==> src/rtl/iic_sample_fifo_pkg.sv <==
// Shared audio-path definitions for the sample FIFO and the delta-sigma modulator:
// default sample width, mid-scale silence word and oversampling-ratio encodings.
package iic_sample_fifo_pkg;

   localparam int unsigned BW_DEFAULT         = 16;
   localparam int unsigned DEPTH_LOG2_DEFAULT = 4;
   localparam int unsigned AE_THRESH_DEFAULT  = 4;
   localparam int unsigned UNDERRUN_CNT_W     = 8;

   // Mid-scale UINT code: a leading one followed by zeros, i.e. zero signal level.
   localparam logic [BW_DEFAULT-1:0] DATA_MID_DEFAULT = {1'b1, {(BW_DEFAULT-1){1'b0}}};

   typedef enum logic [1:0] {
      OSR_64  = 2'd0,
      OSR_128 = 2'd1,
      OSR_256 = 2'd2,
      OSR_512 = 2'd3
   } osr_e;

endpackage : iic_sample_fifo_pkg

==> src/rtl/iic_fifo_mem.sv <==
// Register-array storage for the sample FIFO: one synchronous write port and one
// asynchronous read port, so the owner can register the read word itself.
module iic_fifo_mem #(
   parameter int unsigned DW = 16,
   parameter int unsigned AW = 4
) (
   input  logic          clk_i,
   input  logic          we_i,
   input  logic [AW-1:0] waddr_i,
   input  logic [DW-1:0] wdata_i,
   input  logic [AW-1:0] raddr_i,
   output logic [DW-1:0] rdata_o
);

   logic [DW-1:0] mem_q [2**AW];

   // Storage words carry no reset; validity is tracked by the owner's level counter.
   always_ff @(posedge clk_i) begin
      if (we_i) begin
         mem_q[waddr_i] <= wdata_i;
      end
   end

   assign rdata_o = mem_q[raddr_i];

endmodule : iic_fifo_mem

==> src/rtl/iic_sample_fifo.sv <==
// Sample buffer feeding the delta-sigma modulator: holds one registered output word,
// flags overflow/underrun. Optional saturating underrun counter: IIC_SAMPLE_FIFO_UNDERRUN_CNT_EN.
module iic_sample_fifo
   import iic_sample_fifo_pkg::*;
#(
   parameter int unsigned BW         = BW_DEFAULT,
   parameter int unsigned DEPTH_LOG2 = DEPTH_LOG2_DEFAULT,
   parameter int unsigned AE_THRESH  = AE_THRESH_DEFAULT
) (
   input  logic                  clk_i,
   input  logic                  rst_n_i,
   input  logic [BW-1:0]         wr_data_i,
   input  logic                  wr_en_i,
   output logic                  full_o,
   output logic                  overflow_o,
   input  logic                  rd_i,
   output logic [BW-1:0]         data_o,
   output logic                  empty_o,
   output logic                  almost_empty_o,
   output logic                  underrun_o,
   output logic [DEPTH_LOG2:0]   level_o,
   input  logic                  flush_i,
   input  logic                  clr_flags_i
`ifdef IIC_SAMPLE_FIFO_UNDERRUN_CNT_EN
   ,
   output logic [UNDERRUN_CNT_W-1:0] underrun_cnt_o
`endif
);

   localparam logic [BW-1:0]         DATA_MID  = {1'b1, {(BW-1){1'b0}}};
   localparam logic [DEPTH_LOG2:0]   LVL_FULL  = {1'b1, {DEPTH_LOG2{1'b0}}};
   localparam logic [DEPTH_LOG2:0]   LVL_ZERO  = {(DEPTH_LOG2+1){1'b0}};
   localparam logic [DEPTH_LOG2:0]   LVL_ONE   = {{DEPTH_LOG2{1'b0}}, 1'b1};
   localparam logic [DEPTH_LOG2:0]   LVL_AE    = (DEPTH_LOG2+1)'(AE_THRESH);
   localparam logic [DEPTH_LOG2-1:0] PTR_ZERO  = {DEPTH_LOG2{1'b0}};
   localparam logic [DEPTH_LOG2-1:0] PTR_ONE   = {{(DEPTH_LOG2-1){1'b0}}, 1'b1};

   logic [DEPTH_LOG2-1:0] wptr_q, wptr_d;
   logic [DEPTH_LOG2-1:0] rptr_q, rptr_d;
   logic [DEPTH_LOG2:0]   level_q, level_d;
   logic [BW-1:0]         data_q, data_d;
   logic                  ovf_q, ovf_d;
   logic                  und_q, und_d;

   logic [BW-1:0]         mem_rdata_s;
   logic                  full_s;
   logic                  empty_s;
   logic                  rd_accept_s;
   logic                  wr_accept_s;
   logic                  ovf_event_s;
   logic                  und_event_s;

   assign full_s  = (level_q == LVL_FULL);
   assign empty_s = (level_q == LVL_ZERO);

   // A read frees a slot in the same cycle, so a write at full is still accepted alongside it.
   assign rd_accept_s = rd_i & ~empty_s & ~flush_i;
   assign wr_accept_s = wr_en_i & (~full_s | rd_accept_s) & ~flush_i;
   assign ovf_event_s = wr_en_i & full_s & ~rd_accept_s & ~flush_i;
   assign und_event_s = rd_i & empty_s & ~flush_i;

   iic_fifo_mem #(
      .DW (BW),
      .AW (DEPTH_LOG2)
   ) u_mem (
      .clk_i   (clk_i),
      .we_i    (wr_accept_s),
      .waddr_i (wptr_q),
      .wdata_i (wr_data_i),
      .raddr_i (rptr_q),
      .rdata_o (mem_rdata_s)
   );

   // Next-state for pointers, level, output word and sticky flags.
   always_comb begin
      wptr_d  = wptr_q;
      rptr_d  = rptr_q;
      level_d = level_q;
      data_d  = data_q;
      ovf_d   = ovf_q;
      und_d   = und_q;
      if (flush_i) begin
         wptr_d  = PTR_ZERO;
         rptr_d  = PTR_ZERO;
         level_d = LVL_ZERO;
         data_d  = DATA_MID;
         ovf_d   = 1'b0;
         und_d   = 1'b0;
      end else begin
         if (wr_accept_s) begin
            wptr_d = wptr_q + PTR_ONE;
         end else begin
            wptr_d = wptr_q;
         end
         if (rd_accept_s) begin
            rptr_d = rptr_q + PTR_ONE;
            data_d = mem_rdata_s;
         end else if (rd_i) begin
            data_d = DATA_MID;
         end else begin
            data_d = data_q;
         end
         case ({wr_accept_s, rd_accept_s})
            2'b10:   level_d = level_q + LVL_ONE;
            2'b01:   level_d = level_q - LVL_ONE;
            default: level_d = level_q;
         endcase
         ovf_d = ovf_event_s | (ovf_q & ~clr_flags_i);
         und_d = und_event_s | (und_q & ~clr_flags_i);
      end
   end

   // State registers; reset discards all contents immediately.
   always_ff @(posedge clk_i or negedge rst_n_i) begin
      if (!rst_n_i) begin
         wptr_q  <= PTR_ZERO;
         rptr_q  <= PTR_ZERO;
         level_q <= LVL_ZERO;
         data_q  <= DATA_MID;
         ovf_q   <= 1'b0;
         und_q   <= 1'b0;
      end else begin
         wptr_q  <= wptr_d;
         rptr_q  <= rptr_d;
         level_q <= level_d;
         data_q  <= data_d;
         ovf_q   <= ovf_d;
         und_q   <= und_d;
      end
   end

`ifdef IIC_SAMPLE_FIFO_UNDERRUN_CNT_EN
   localparam logic [UNDERRUN_CNT_W-1:0] CNT_ZERO = {UNDERRUN_CNT_W{1'b0}};
   localparam logic [UNDERRUN_CNT_W-1:0] CNT_ONE  = {{(UNDERRUN_CNT_W-1){1'b0}}, 1'b1};
   localparam logic [UNDERRUN_CNT_W-1:0] CNT_MAX  = {UNDERRUN_CNT_W{1'b1}};

   logic [UNDERRUN_CNT_W-1:0] ucnt_q, ucnt_d;

   // Saturating underrun count; a same-cycle event beats a flag clear.
   always_comb begin
      ucnt_d = ucnt_q;
      if (flush_i) begin
         ucnt_d = CNT_ZERO;
      end else if (und_event_s && clr_flags_i) begin
         ucnt_d = CNT_ONE;
      end else if (und_event_s) begin
         if (ucnt_q == CNT_MAX) begin
            ucnt_d = CNT_MAX;
         end else begin
            ucnt_d = ucnt_q + CNT_ONE;
         end
      end else if (clr_flags_i) begin
         ucnt_d = CNT_ZERO;
      end else begin
         ucnt_d = ucnt_q;
      end
   end

   // Underrun counter register.
   always_ff @(posedge clk_i or negedge rst_n_i) begin
      if (!rst_n_i) begin
         ucnt_q <= CNT_ZERO;
      end else begin
         ucnt_q <= ucnt_d;
      end
   end

   assign underrun_cnt_o = ucnt_q;
`endif

   assign data_o         = data_q;
   assign level_o        = level_q;
   assign full_o         = full_s;
   assign empty_o        = empty_s;
   assign almost_empty_o = (level_q <= LVL_AE);
   assign overflow_o     = ovf_q;
   assign underrun_o     = und_q;

endmodule : iic_sample_fifo

==> config.mk <==
export PLATFORM = sky130hd
export DESIGN_NAME = iic_sample_fifo
export DESIGN_NICKNAME = d
export VERILOG_FILES = /design/src/rtl/iic_sample_fifo_pkg.sv /design/src/rtl/iic_fifo_mem.sv /design/src/rtl/iic_sample_fifo.sv
export SDC_FILE = /design/constraint.sdc
export NUM_CORES = 1
export LEC_CHECK = 0
export CORE_AREA = 2 2 146 148
export DETAILED_ROUTE_END_ITERATION = 7
export DIE_AREA = 0 0 148 150
export PLACE_DENSITY = 0.75
export SLEW_MARGIN = 10
export SYNTH_ARGS = -nofsm -noshare
export SYNTH_HDL_FRONTEND = slang
export SYNTH_SLANG_ARGS = --single-unit
export TNS_END_PERCENT = 100
==> constraint.sdc <==
create_clock -name clk_i -period 2.9 [get_ports clk_i]
set_clock_uncertainty 0.15 [all_clocks]
set_input_delay 0.58 -clock clk_i [delete_from_list [all_inputs] [get_ports clk_i]]
set_output_delay 0.58 -clock clk_i [all_outputs]
set_load 0.01 [all_outputs]
==> metrics.md <==
| Metric | Value |
|---|---|
| Pins Over Slew Limit | 0 |
| #FFs+latches synth | 287 |
| Synth Area in XOR/XNOR | 0.629% |
| Cts bufs inserted | 28 |
| CTS Sinks | 287 |
| Worst vdd ir | 456 µV |
| Post-synth top flop | edfxtp_1 |
| Share of layout cells above drive strength 1 | 26.5% |
| DRT iter0 DRCs | 552 |
| Share of power burned in registers | 47.8% |
| Yosys Warn Count | 0 |
| TNS Setup | 0 ns |
| Post-CTS Setup Inserts | 0 |
| Gpl congestion | 0.788 |
| CTS max path bufs | 3 |
| Vias in the first global route | 5981 |
| Comb power frac | 15.8% |
| Post-Synthesis Cells | 556 |
| Fillers | 1351 |
| Area grow syn2layout | 19.1% |
| Die Wd | 148 µm |
| # DRC | 0 |
| Post-CTS resize count | 6 |
| MaxCap Viol Count | 0 |
| Final hold vios | 0 |
| Commonest cells after routing, fill and taps aside | 256 x edfxtp_1, 63 x mux4_2, 44 x clkdlybuf4s50_1 |
| Largest net degree at the start of global routing | 70 |
| Post-synthesis cell area | 0.0111 mm² |
| All-Layer GR Usage | 21.3% |
| Period utilization | 97.4% |
| Yosys cell types | 43 |
| Crit path required time | 2.17 ns |
| PortBufs | 47 |
| Placed wire-length estimate | 14000 µm |
| CTS tree | built |
| Top Ports | 48 |
| Die H | 150 µm |
| Final WL | 23200 µm |
| Status | completed |
| Peak Freq | 0.354 GHz |
| Initial antenna violation count | 0 |
| First drt pass iteration count | 5 |
| CP max FO | 6 |
| Std-Cell Rows | 53 |
| Clock Pin Slew Worst Setup and Hold Paths | 0.06 ns |
| Worst-Margin Slew | 0.765 ns |
| RSZ-0062 raised after global routing | no |
| Starting Density | 53.8% |
| Number of synthesized flops with an enable pin | 256 |
| Routed vias | 5740 |
| Number of nets in the layout | 680 |
| Via-per-instance ratio | 6.09 |
| ANT nets after route | 0 |
| Full die area | 0.0222 mm² |
| Min Clock Period, post-route | 2.83 ns |
| Clk_lat worst skew | 0.53 ns |
| Clock power frac | 36.4% |
| Sw Pwr | 0.00225 W |
| H-tree levels | 1 |
| Setup Viol. Count Final | 0 |
| Sw frac | 22.9% |
| First-pass GRT wire length | 35100 µm |
| Diodes inserted | 0 |
| Post-Syn Nets | 585 |
| Area share of and/or/nand/nor cells after synthesis | 3.15% |
| Asr flop ratio synth | 10.8% |
| Mux contribution to synthesized area | 13.3% |
| Core Region | 0.0207 mm² |
| WL/cell | 24.6 µm |
| CP Class | reg2out |
| Pint | 0.00757 W |
| Area fraction in compound gates after synthesis | 4.75% |
| Crit end category | output pin |
| Area share of fa/ha/maj cells after synthesis | 0.787% |
| Total grt overflow | 0 |
| Startpoint Class | register |
| HP Class | in2async |
| Power Total | 0.00982 W |
| WP data arrival | 2.10 ns |
| Power per Cell Area | 741 mW/mm² |
| Post-cts hold buffer count | 0 |
| Leakage | 4.39 nW |
| Most common cell after layout, fill and taps aside | edfxtp_1 |
| Syn Area/Cell | 20.0 µm² |
| Max-slew headroom | 47.7% |
| Root Driver | clkbuf_16 |
| Combinational family with the most area after synthesis | multiplexers |
| Seq/Total Area, Yosys | 76.0% |
[final cells by class]
class                   instances  area, µm²  area share [%]
well taps                     275        344            2.60
clock buffers                  31        733            5.53
multi-input cells             234       2570            19.4
repair buffers                 93        937            7.07
flip-flops and latches        287       8470            63.9
inverters                       7       26.3           0.198
clock inverters                16        175            1.32
[critical path, stage by stage (launching register included)]
cell and delay (ns):
dfrtp_2 0.45, or4_4 0.51, buf_4 0.18, nor2_2 0.13, dlygate4sd2_1 0.29
[layer usage]
metal / vias to the layer above / wire [µm] / global-route usage, %
li1: 2454 / - / -
met1: 2955 / 9010 / 28.8
met2: 292 / 11800 / 36.3
met3: 39 / 1880 / 3.60
met4: 0 / 477 / 6.33
met5: - / 0 / 0
[kinds of logic (layout without fill, tap and decap cells)]
group                      Yosys count  in the layout
AOI/OAI and AO/OA                   68             68
muxes                               69             69
buffers and inverters               35            147
adders and majority gates            7              7
DFF                                287            287
xor gates and xnor gates             8              8
and+or+nand+nor                     82             82
[flip-flops by register name, summed over array words and instances (netlist names)]
name,cells
level_o,5
wptr_q,4
data_o,16
underrun_o,1
rptr_q,4
u_mem.mem_q,256
overflow_o,1
[final timing paths]
check	depth (start not counted)	end	slack, ns	from
max reg2reg	9	level_o[4]	0.20	level_o[0]
min reg2reg	1	data_o[3]	0.36	data_o[3]
min	2	level_o[2]	0.32	rst_n_i
max	4	empty_o	0.07	level_o[0]
min in group clk_i	1	data_o[3]	0.36	data_o[3]
max in group asynchronous	2	rptr_q[0]	1.92	rst_n_i
[cells in the mapped netlist (3+ instances only)]
cell type / n / share of area, %
inv_1: 7 / 0.24
mux2i_1: 4 / 0.36
a21oi_1: 5 / 0.22
edfxtp_1: 256 / 69
o21ai_0: 3 / 0.13
a22o_1: 15 / 1.2
buf_2: 11 / 0.49
a22oi_1: 31 / 2.1
ha_1: 7 / 0.79
nand2_1: 25 / 0.84
xor2_1: 3 / 0.24
clkbuf_1: 16 / 0.54
mux4_2: 63 / 13
dfrtp_1: 30 / 6.7
xnor2_1: 5 / 0.39
nor2b_1: 4 / 0.22
nor2_1: 41 / 1.4
[power groups by stage]
stage / combinational (W) / clock [W] / sequential, W
global placement: 0.00152 / 0 / 0.00477
detailed placement: 0.00155 / 0 / 0.00478
global route: 0.00167 / 0.00379 / 0.00471
finish: 0.00155 / 0.00358 / 0.00470
floorplan: 0.00100 / 0 / 0.00476
CTS: 0.00157 / 0.00363 / 0.00470
[metrics by stage]
step / utilization [%] / cell area, µm² / hold slack, ns / std cells / worst slack [ns]
final: 64.1 / 13300 / 0.323 / 943 / 0.0746
after global routing: 64.1 / 13300 / 0.363 / 943 / 0.00400
after CTS: 64.1 / 13300 / 0.325 / 943 / 0.0570
after detailed placement: 59.7 / 12300 / 0.346 / 896 / -0.0607
after global placement: 59.7 / 12300 / 0.341 / 896 / -0.0258
after floorplan: - / 11100 / 0.134 / 556 / 0.211
Power figures use the tool's default switching activity.
